$ cat src/rtl/or_reduce_frame.sv
// Frame-level OR reduction over a valid/ready word stream: reports any-bit-set, word count and
// (when OR_REDUCE_BITMAP_EN is defined) the per-bit OR of all words in each frame.
module or_reduce_frame #(
  parameter int WIDTH = 8,
  parameter int CNT_W = 8
) (
  input  logic             clk,
  input  logic             reset,
  input  logic             in_valid,
  output logic             in_ready,
  input  logic [WIDTH-1:0] in_data,
  input  logic             in_last,
  output logic             out_valid,
  input  logic             out_ready,
  output logic             out_any,
  output logic [CNT_W-1:0] out_count,
  output logic [WIDTH-1:0] out_bitmap
);

  typedef enum logic [0:0] {
    ST_ACC = 1'b0,
    ST_OUT = 1'b1
  } state_t;

  // Counter sticks at all-ones instead of wrapping.
  function automatic logic [CNT_W-1:0] sat_inc(input logic [CNT_W-1:0] cnt);
    if (cnt == {CNT_W{1'b1}}) begin
      sat_inc = cnt;
    end else begin
      sat_inc = cnt + CNT_W'(1'b1);
    end
  endfunction

  state_t           state_r;
  state_t           state_nxt_s;
  logic             in_ready_r;
  logic             in_ready_nxt_s;
  logic             out_valid_r;
  logic             out_valid_nxt_s;
  logic             out_any_r;
  logic             out_any_nxt_s;
  logic [CNT_W-1:0] out_count_r;
  logic [CNT_W-1:0] out_count_nxt_s;
  logic             acc_any_r;
  logic             acc_any_nxt_s;
  logic [CNT_W-1:0] acc_cnt_r;
  logic [CNT_W-1:0] acc_cnt_nxt_s;
  logic             beat_s;
  logic             word_any_s;

  assign beat_s     = in_valid & in_ready_r;
  assign word_any_s = |in_data;

  assign in_ready  = in_ready_r;
  assign out_valid = out_valid_r;
  assign out_any   = out_any_r;
  assign out_count = out_count_r;

  // Next-state and next-register values for the control path.
  always_comb begin
    state_nxt_s     = state_r;
    in_ready_nxt_s  = in_ready_r;
    out_valid_nxt_s = out_valid_r;
    out_any_nxt_s   = out_any_r;
    out_count_nxt_s = out_count_r;
    acc_any_nxt_s   = acc_any_r;
    acc_cnt_nxt_s   = acc_cnt_r;
    case (state_r)
      ST_ACC: begin
        if (beat_s) begin
          acc_any_nxt_s = acc_any_r | word_any_s;
          acc_cnt_nxt_s = sat_inc(acc_cnt_r);
          if (in_last) begin
            // Result includes the closing beat itself.
            state_nxt_s     = ST_OUT;
            in_ready_nxt_s  = 1'b0;
            out_valid_nxt_s = 1'b1;
            out_any_nxt_s   = acc_any_r | word_any_s;
            out_count_nxt_s = sat_inc(acc_cnt_r);
          end else begin
            state_nxt_s = ST_ACC;
          end
        end else begin
          state_nxt_s = ST_ACC;
        end
      end
      ST_OUT: begin
        if (out_ready) begin
          state_nxt_s     = ST_ACC;
          in_ready_nxt_s  = 1'b1;
          out_valid_nxt_s = 1'b0;
          acc_any_nxt_s   = 1'b0;
          acc_cnt_nxt_s   = {CNT_W{1'b0}};
        end else begin
          state_nxt_s = ST_OUT;
        end
      end
      default: begin
        state_nxt_s     = ST_ACC;
        in_ready_nxt_s  = 1'b1;
        out_valid_nxt_s = 1'b0;
        acc_any_nxt_s   = 1'b0;
        acc_cnt_nxt_s   = {CNT_W{1'b0}};
      end
    endcase
  end

  // Control-path registers.
  always_ff @(posedge clk or posedge reset) begin
    if (reset) begin
      state_r     <= ST_ACC;
      in_ready_r  <= 1'b1;
      out_valid_r <= 1'b0;
      out_any_r   <= 1'b0;
      out_count_r <= {CNT_W{1'b0}};
      acc_any_r   <= 1'b0;
      acc_cnt_r   <= {CNT_W{1'b0}};
    end else begin
      state_r     <= state_nxt_s;
      in_ready_r  <= in_ready_nxt_s;
      out_valid_r <= out_valid_nxt_s;
      out_any_r   <= out_any_nxt_s;
      out_count_r <= out_count_nxt_s;
      acc_any_r   <= acc_any_nxt_s;
      acc_cnt_r   <= acc_cnt_nxt_s;
    end
  end

`ifdef OR_REDUCE_BITMAP_EN
  logic [WIDTH-1:0] acc_map_r;
  logic [WIDTH-1:0] acc_map_nxt_s;
  logic [WIDTH-1:0] out_bitmap_r;
  logic [WIDTH-1:0] out_bitmap_nxt_s;

  assign out_bitmap = out_bitmap_r;

  // Bitmap accumulator follows the same load/clear timing as out_any.
  always_comb begin
    acc_map_nxt_s    = acc_map_r;
    out_bitmap_nxt_s = out_bitmap_r;
    case (state_r)
      ST_ACC: begin
        if (beat_s) begin
          acc_map_nxt_s = acc_map_r | in_data;
          if (in_last) begin
            out_bitmap_nxt_s = acc_map_r | in_data;
          end else begin
            out_bitmap_nxt_s = out_bitmap_r;
          end
        end else begin
          acc_map_nxt_s = acc_map_r;
        end
      end
      ST_OUT: begin
        if (out_ready) begin
          acc_map_nxt_s = {WIDTH{1'b0}};
        end else begin
          acc_map_nxt_s = acc_map_r;
        end
      end
      default: begin
        acc_map_nxt_s = {WIDTH{1'b0}};
      end
    endcase
  end

  // Bitmap registers.
  always_ff @(posedge clk or posedge reset) begin
    if (reset) begin
      acc_map_r    <= {WIDTH{1'b0}};
      out_bitmap_r <= {WIDTH{1'b0}};
    end else begin
      acc_map_r    <= acc_map_nxt_s;
      out_bitmap_r <= out_bitmap_nxt_s;
    end
  end
`else
  assign out_bitmap = {WIDTH{1'b0}};
`endif

endmodule

$ cat config.mk
export PLATFORM = sky130hd
export DESIGN_NAME = or_reduce_frame
export DESIGN_NICKNAME = d
export VERILOG_FILES = /design/src/rtl/or_reduce_frame.sv
export SDC_FILE = /design/constraint.sdc
export NUM_CORES = 1
export LEC_CHECK = 0
export ABC_AREA = 1
export BUFFER_PORTS_ARGS = -buffer_cell sky130_fd_sc_hd__buf_2
export CORE_MARGIN = 2
export CORE_UTILIZATION = 52
export CTS_BUF_LIST = sky130_fd_sc_hd__clkbuf_4 sky130_fd_sc_hd__clkbuf_8
export CTS_CLUSTER_DIAMETER = 50
export DETAILED_ROUTE_END_ITERATION = 12
export PLACE_DENSITY = 0.82
export SETUP_SLACK_MARGIN = 0.1
export SLEW_MARGIN = 20
export SYNTH_ARGS = -nofsm -noshare
export SYNTH_HDL_FRONTEND = slang
export SYNTH_SLANG_ARGS = --single-unit
$ cat constraint.sdc
create_clock -name clk -period 2.1 [get_ports clk]
set_clock_uncertainty 0.15 [all_clocks]
set_input_delay 0.105 -clock clk [delete_from_list [all_inputs] [get_ports clk]]
set_output_delay 0.105 -clock clk [all_outputs]
set_load 0.02 [all_outputs]
# Word level (Yosys, flattened, before mapping)
# Cells that the tools add are included.
[totals] ff_bits=21 in_bits=13 output_inout_bits=19 elab_cells=37
[classes] add_sub_neg=1 eq_ne=4 n_mux=18 n_bitwise=3 reduce_logical=4
[ops] cell="$mux 8" count=3
[ops] cell="$pmux 8 s2" count=1
[ops] cell="$mux 1" count=10
[ops] cell="$add 8x1->8 const B" count=1
[ops] cell="$eq 8x8->1 const B" count=1
[ops] cell="$pmux 1 s2" count=4
[ops] cell="$reduce_or 8->1" count=1
[ops] cell="$ne 2x2->1 const B" count=3
[ops] cell="$reduce_and 3->1" count=2
[ops] cell="$reduce_and 2->1" count=1
[ops] cell="$and 1x1->1" count=1
[ops] cell="$not 1->1" count=1
[ops] cell="$or 1x1->1" count=1

# Depth between registers and ports, before layout
# Gate-level depths: netlist (run 1).
[logic_depth] word_depth=4 depth_mapped=7 mapped_depth_nobuf=7

# Worst setup path after synthesis (run 1)
# OpenSTA, ideal clock, no wires.
[synth_timing] kind="flip-flop to flip-flop" from="register in_ready_r, in the netlist in_ready" to="register acc_any_r" setup_ns=0.127 t_arrival_ns=1.219 required_ns=1.823 slack_ns=0.604 path_stages_with_launch=6 n_path_buf=0 period_less_slack_ns=1.496 cell_sequence="dfstp_2 > nand2_1 > nor2_2 > a21oi_2 > nand2_1 > o21ai_0"
[synth_via] elab_chain_len=3
[synth_lines] element="from (decl)" line="36" text="logic in_ready_r;"
[synth_lines] element="from (signal assigned)" line="120" text="in_ready_r <= in_ready_nxt_s;"
[synth_lines] element="$and 1x1->1" line="51" text="assign beat_s = in_valid & in_ready_r;"
[synth_lines] element="$ne 2x2->1 (no line)"
[synth_lines] element="$reduce_and 2->1 (no line)"
[synth_lines] element="to (signal assigned)" line="124" text="acc_any_r <= acc_any_nxt_s;"
[synth_lines] element="to (decl)" line="44" text="logic acc_any_r;"
# Every way passes these cells.
# A chain may end at the register's enable or synchronous reset.

# Worst setup path after layout (run 1)
# Same ends and word-level chain as after synthesis.

==> metrics.md, run 1 <==
| Metric | Value |
|---|---|
| Multiplexer share of the synthesized area | 0% |
| Largest family of logic cells by synthesized area | simple AND/OR/NAND/NOR gates |
| Seq pwr share | between 40% and 50% |
| First DRT Iteration DRCs | 20 |
| Final TNS setup | 0 ns |
| Switching part of the total | 40.8% |
| Setup Viol. Count Final | 0 |
| DR pass1 iterations | 4 |
| Reg-to-Reg End | acc_any_r$_DFFE_PP0P_ |
| Die W | 50.4 µm |
| IO buf count | 23 |
| Post-DP Area | around 1200 µm² |
| Clock Latency Late Sink | between 0.3 and 0.4 ns |
| Post-DP HPWL | about 1.6 mm |
| Syn Std Cell Area | 1120 µm² |
| Syn. warnings | 0 |
| Crit path max fanout | 10 |
| Clock power frac | 15.8% |
| Crit-path cells | nand2_1 -> nor2_2 -> a21oi_2 -> nand2_1 -> o21ai_0 |
| CP top delay family | flip-flops |
| Die height | approximately 50 µm |
| Diode count | 0 |
| Layout cells sized above 1 | a little over a fifth |
| Simple-Gate Fraction of Synth Area | a little under two fifths |
| Max-slew violation count | 0 |
| Num CTS Buffers | 3 |
| Synthesis-to-layout area growth | 13.5% |
| Logic pwr share | around 36% |
| Switching Power | a little over 0.5 mW |
| Setup CP Type | register to register |
| PwrDens | slightly below 1000 nW/µm² |
| # fillers | between 200 and 250 |
| FF+latch count, synth | 21 |
| Final min period | approximately 1.6 ns |
| Crit path launch | in_ready$_DFFE_PP1P_ |
| Pin count of the biggest net entering global routing | 22 |
| Die area | about 2500 µm² |
| Sequential area share after synthesis | a little under half |
| Post-Synth XOR/XNOR Area | 0% |
| Worst path most repeated cell | nand2_1 |
| Most frequent cells in the layout | 69 x nand2_1, 23 x buf_2, 20 x dfrtp_1 |
| MaxCap Viol Count | 0 |
| Num rows | 16 |
| R2r worst-path depth | 5 |
| Worst Setup End Kind | register |
| Post-CTS Setup Inserts | 0 |
| Commonest non-fill, non-tap cell in the layout | nand2_1 |
| CP Launch Type | register |
| Synth Area in Compound Gates | 3.46% |
| DRT Wirelength | ~2.2 mm |
| LEAKAGE | roughly 0.73 nW |
| Buf/Inv on CP | 0 |
| Max VDD drop | 0.687 mV |
| Headroom to the max-slew limit | between 40% and 50% |
| RSZ-0062 raised after global routing | no |
| All-Layer GR Usage | between 10% and 20% |
| Final worst-path cycle share | 76.3% |
| CP required | 2.16 ns |
| Clk buf depth | 2 |
| First-pass GRT wire length | 3.70 mm |
| GP Congestion | 0.853 |
| WP depth | 5 |
| Final-report hold violation count | 0 |
| Worst-Margin Slew | ~0.8 ns |
| Initial core utilization | a little under three fifths |
| R2r setup slk | 0.50 ns |
| Mean post-synth cell area | ~7.6 µm² |
| Vias in the first global route | ~900 |
| Min-Delay Startpoint | in_data[0] |
| Crit path arrival time | ~1.7 ns |
| Sink Count | 21 |
| CTS H-tree depth | 1 |
| Ports | 32 |
| Fmax | ~620 MHz |
| Reg2reg start | in_ready$_DFFE_PP1P_ |
| Adder-Cell Fraction of Synth Area | ~1.1% |
| Library cells used by synthesis | 22 |
| Internal | 0.748 mW |
| Cell taking the most area after synthesis | dfrtp_1 |
| # DRC | 0 |
| CTS tree | built |
| Remaining global-route overflow | 0 |
| Nets | 190 |
| Setup crit end | acc_any_r$_DFFE_PP0P_ |
| Drt wl/cell | around 11 µm |
| Status | completed |
| Post-synthesis instance total | around 150 |
| Top post-synthesis cells by area | dfrtp_1 45%, nand2_1 23%, nand3_1 5.4% |
| Clk root buf | clkbuf_4 |
| Via count | 986 |
| Final instance area | 1270 µm² |
| Initial antenna violation count | 0 |
| Area share of the largest cell type after synthesis | between 40 and 50% |
| Critical path's largest stage delay | approximately 0.56 ns |
| Clock-pin slew on the worst setup and hold paths | 0.12 ns |
| Post-DRT Antenna Nets | 0 |
| Min-delay worst type | primary input to register |
| Vias per std cell | roughly 4.9 |
| Core area | around 2000 µm² |
| Slowest CP cell | dfstp_2 |
| PostCTS Resize Cnt | 0 |
==> cells by family after synthesis <==
group,Yosys count
AND/OR/NAND/NOR,98
flip-flops,21
buffers and inverters,20
AO/OA/AOI/OAI,7
adder cells (fa/ha/maj),1
other,1
==> sequential cells by signal, indices dropped and copies added, names as in the netlist <==
name,cells
acc_cnt_r,8
in_ready,1
out_valid,1
out_count,8
out_any,1
state_r,1
acc_any_r,1
==> cells in the mapped netlist, drive strengths merged <==
library cell  number
ha                 1
nand3             13
or2                3
nor3               1
nand2             70
dfstp              1
nand3b             1
inv               11
o21ai              6
dfrtp             20
a21oi              1
nor2              10
conb               1
buf                9
==> worst min path at each step <==
stage,cells after the start,to,slack [ns]
6_report,5,acc_any_r$_DFFE_PP0P_,0.004
5_1_grt,5,out_count[5]$_DFFE_PP0P_,0.04
4_1_cts,5,acc_any_r$_DFFE_PP0P_,0.007
3_5_place_dp,2,out_count[7]$_DFFE_PP0P_,0.15
3_3_place_gp,2,out_count[7]$_DFFE_PP0P_,0.13
2_1_floorplan,1,acc_any_r$_DFFE_PP0P_,-0.07
==> through the flow <==
step	hold slack, ns	total power [mW]	setup WS, ns	cells	utilization [%]
after floorplan	-0.0692	0.952	0.604	155	-
after global placement	0.130	1.05	0.592	196	61.2
after detailed placement	0.147	1.07	0.511	196	61.2
after CTS	0.00654	1.28	0.489	202	63.6
after global routing	0.0365	1.37	0.362	202	63.6
final	0.00393	1.26	0.498	202	63.6
==> worst reg2reg max path, stage by stage, from the launching register on <==
cell and delay [ns]:
dfstp_2 0.56, nand2_1 0.10, nor2_2 0.36, a21oi_2 0.16, nand2_1 0.09, o21ai_0 0.07
==> area by class of cell <==
class                   instances  area, µm²  share of cell area [%]
well taps                      27       33.8                    2.65
multi-input cells             114        508                    39.9
repair buffers                 25        135                    10.6
clock buffers                   3       22.5                    1.77
inverters                      11       41.3                    3.24
clock inverters                 1       5.00                   0.393
flip-flops and latches         21        527                    41.4
==> per-layer routing <==
metal	global-route usage [%]	routed length [µm]	share of wire (%)	vias to the layer above
li1	-	-	-	498
met1	23.1	944	43	444
met2	34.0	1060	49	39
met3	2.68	122	5.6	5
met4	10.8	57	2.6	0
met5	0	0	0	-
==> power by group through the flow <==
stage	clock, mW	combinational, mW	sequential, mW
final	0.199	0.454	0.610
after global routing	0.220	0.521	0.627
after CTS	0.208	0.460	0.611
after detailed placement	0	0.454	0.617
after global placement	0	0.442	0.612
after floorplan	0	0.267	0.685
==> what timing repair did <==
item	4_1_cts	5_1_grt
hold buffers	2	0
endpoints found under the hold margin	23	0
endpoints found under the setup margin	0	0
Note: power is estimated with default switching activity, not from simulation.
==> inputs of run 2 (changes only) <==
--- a/config.mk
+++ b/config.mk
@@ -8,11 +8,11 @@
 export ABC_AREA = 1
 export BUFFER_PORTS_ARGS = -buffer_cell sky130_fd_sc_hd__buf_2
 export CORE_MARGIN = 2
-export CORE_UTILIZATION = 52
+export CORE_UTILIZATION = 48
 export CTS_BUF_LIST = sky130_fd_sc_hd__clkbuf_4 sky130_fd_sc_hd__clkbuf_8
 export CTS_CLUSTER_DIAMETER = 50
 export DETAILED_ROUTE_END_ITERATION = 12
-export PLACE_DENSITY = 0.82
+export PLACE_DENSITY = 0.8
 export SETUP_SLACK_MARGIN = 0.1
 export SLEW_MARGIN = 20
 export SYNTH_ARGS = -nofsm -noshare
==> constraint.sdc (replaced) <==
create_clock -name clk -period 1.4 [get_ports clk]
set_clock_uncertainty 0.15 [all_clocks]
set_input_delay 0.07 -clock clk [delete_from_list [all_inputs] [get_ports clk]]
set_output_delay 0.07 -clock clk [all_outputs]
set_load 0.02 [all_outputs]
==> run 2 against run 1 <==
- the flow now finishes with violations (negative hold slack, negative setup slack)
- cell count grew 6.9%
- sequential cell count is the same
- clock power grew 63%
- combinational power grew 100%
- fmax grew 14%
- final area grew 17%
- wire length grew 24%
- sequential share of layout area shrank 5.7 points
- non-clock buffer count grew 13
- critical endpoint is now out_count[7]$_DFFE_PP0P_
==> metrics.md, run 2 (synthesis results as in run 1) <==
| Metric | Value |
|---|---|
| IO buf count | 23 |
| Clk buf depth | 2 |
| Crit path arrival time | around 1.5 ns |
| PwrDens | 1480 nW/µm² |
| Post-CTS Setup Inserts | 0 |
| Vias per std cell | ~4.9 |
| Clock Latency Late Sink | approximately 0.31 ns |
| Crit path launch | acc_cnt_r[1]$_DFFE_PP0P_ |
| RSZ-0062 raised after global routing | yes |
| Layout cells sized above 1 | between 20% and 30% |
| Fmax | 714 MHz |
| Status | complete, but fails checks |
| Min-Delay Startpoint | in_valid |
| Diode count | 0 |
| # DRC | 0 |
| Num rows | 17 |
| Min Hold Slack | -0.00446 ns |
| Final WS setup | -0.000399 ns |
| Switching Power | between 0.8 and 0.9 mW |
| Place WS | roughly 0.036 ns |
| Max-slew violation count | 0 |
| LEAKAGE | between 0.8 and 0.9 nW |
| Synthesis-to-layout area growth | 32.5% |
| Die area | roughly 2700 µm² |
| Nets | 203 |
| Sink Count | 21 |
| MaxCap Viol Count | 0 |
| Drt wl/cell | between 10 and 15 µm |
| Min-delay worst type | primary input to register |
| Failing checks | negative hold slack, negative setup slack |
| DR pass1 iterations | 4 |
| Tot Pwr | about 2.2 mW |
| Setup CP Type | register to register |
| Setup Viol. Count Final | 2 |
| Most frequent cells in the layout | 66 x nand2_1, 22 x buf_2, 17 x dfrtp_1 |
| Fin util | 67.1% |
| Initial antenna violation count | 0 |
| Pin count of the biggest net entering global routing | 22 |
| Via count | roughly 1100 |
| Seq pwr share | 43.5% |
| Worst Setup End Kind | register |
| Die W | ~52 µm |
| Clock-pin slew on the worst setup and hold paths | 0.12 ns |
| CP required | approximately 1.5 ns |
| Final-report hold violation count | 1 |
| DRT Wirelength | roughly 2.7 mm |
| Post-DRT Antenna Nets | 0 |
| # fillers | 171 |
| Core area | ~2200 µm² |
| Internal | about 1.3 mW |
| Max VDD drop | around 0.96 mV |
| Logic pwr share | a little over two fifths |
| First-pass GRT wire length | 4.35 mm |
| Clk root buf | clkbuf_4 |
| CP Launch Type | register |
| Remaining global-route overflow | 0 |
| Switching part of the total | 40.9% |
| First DRT Iteration DRCs | 32 |
| Crit path max fanout | 7 |
| Clock power frac | between 10 and 15% |
| Num CTS Buffers | 3 |
| All-Layer GR Usage | 21.7% |
| Vias in the first global route | 1003 |
| Ports | 32 |
| Final worst-path cycle share | 100% |
| Final min period | approximately 1.4 ns |
| GP Congestion | roughly 0.9 |
| Commonest non-fill, non-tap cell in the layout | nand2_1 |
| CTS tree | built |
| Die height | 52.3 µm |
| Reg2reg start | acc_cnt_r[1]$_DFFE_PP0P_ |
| Initial core utilization | between 50% and 60% |
| Post-DP HPWL | approximately 1.7 mm |
| CTS H-tree depth | 1 |
run 2: cell types whose count changed in the layout (fill, tap and decap cells not counted), sizes merged:
cell         before  now
buf              23   28
dlygate4sd3       2   10
clkinv            1    0
clkbuf            3    4
run 2: cell type report:
cell class | count | area (µm²) | share of cell area, %
multi-input cells | 114 | 574 | 38.7
flip-flops and latches | 21 | 531 | 35.7
repair buffers | 38 | 272 | 18.3
inverters | 11 | 43.8 | 2.95
well taps | 28 | 35.0 | 2.36
clock buffers | 4 | 30.0 | 2.02
run 2: timing repair:
item / CTS / global route
setup endpoints to repair: 17 / 21
resized for setup: 6 / 12
hold buffers: 10 / 0
endpoints found under the hold margin: 34 / 0
pin swaps: 4 / 1
run 2: per-stage QoR:
| step | TNS [ns] | instance area [µm²] | hold slack [ns] | instances |
|---|---|---|---|---|
| final | -0.000508 | 1490 | -0.00446 | 216 |
| after global routing | -0.795 | 1490 | 0.0222 | 216 |
| after CTS | 0 | 1450 | 0.0190 | 216 |
| after detailed placement | 0 | 1300 | -0.0366 | 202 |
| after global placement | 0 | 1300 | -0.0426 | 202 |
| after floorplan | 0 | 1170 | -0.104 | 155 |
run 2: metal layers:
metal  GRT usage, %  wire length [µm]  share of wire, %
met1           26.1              1130                42
met4           12.8               107               3.9
met2           37.1              1370                50
met3           2.29               109               4.0
met5              0                 0                 0
run 2: final timing paths:
| check | depth (start not counted) | endpoint | slack, ns |
|---|---|---|---|
| max | 7 | out_count[7]$_DFFE_PP0P_ | -0.0004 |
| max in group asynchronous | 4 | in_ready$_DFFE_PP1P_ | 0.67 |
| min | 5 | acc_any_r$_DFFE_PP0P_ | -0.004 |
| max reg2reg | 7 | out_count[7]$_DFFE_PP0P_ | -0.0004 |
| min in group asynchronous | 4 | out_valid$_DFFE_PP0P_ | 0.16 |
| min reg2reg | 2 | out_count[7]$_DFFE_PP0P_ | 0.33 |
run 2: power groups by stage:
stage / Combinational [mW] / Sequential [mW] / Clock, mW
floorplan: 0.417 / 1.04 / 0
global placement: 0.794 / 0.918 / 0
detailed placement: 0.805 / 0.928 / 0
CTS: 0.853 / 0.927 / 0.321
global route: 1.01 / 0.972 / 0.355
finish: 0.916 / 0.954 / 0.324
run 2: worst max-delay path: stages (launching register included):
cell and delay [ns]:
dfrtp_1 0.42, ha_4 0.17, nand3_4 0.10, nor2_4 0.17, nand2_4 0.11, nand3_1 0.12
nand2_1 0.06, nand2_1 0.06
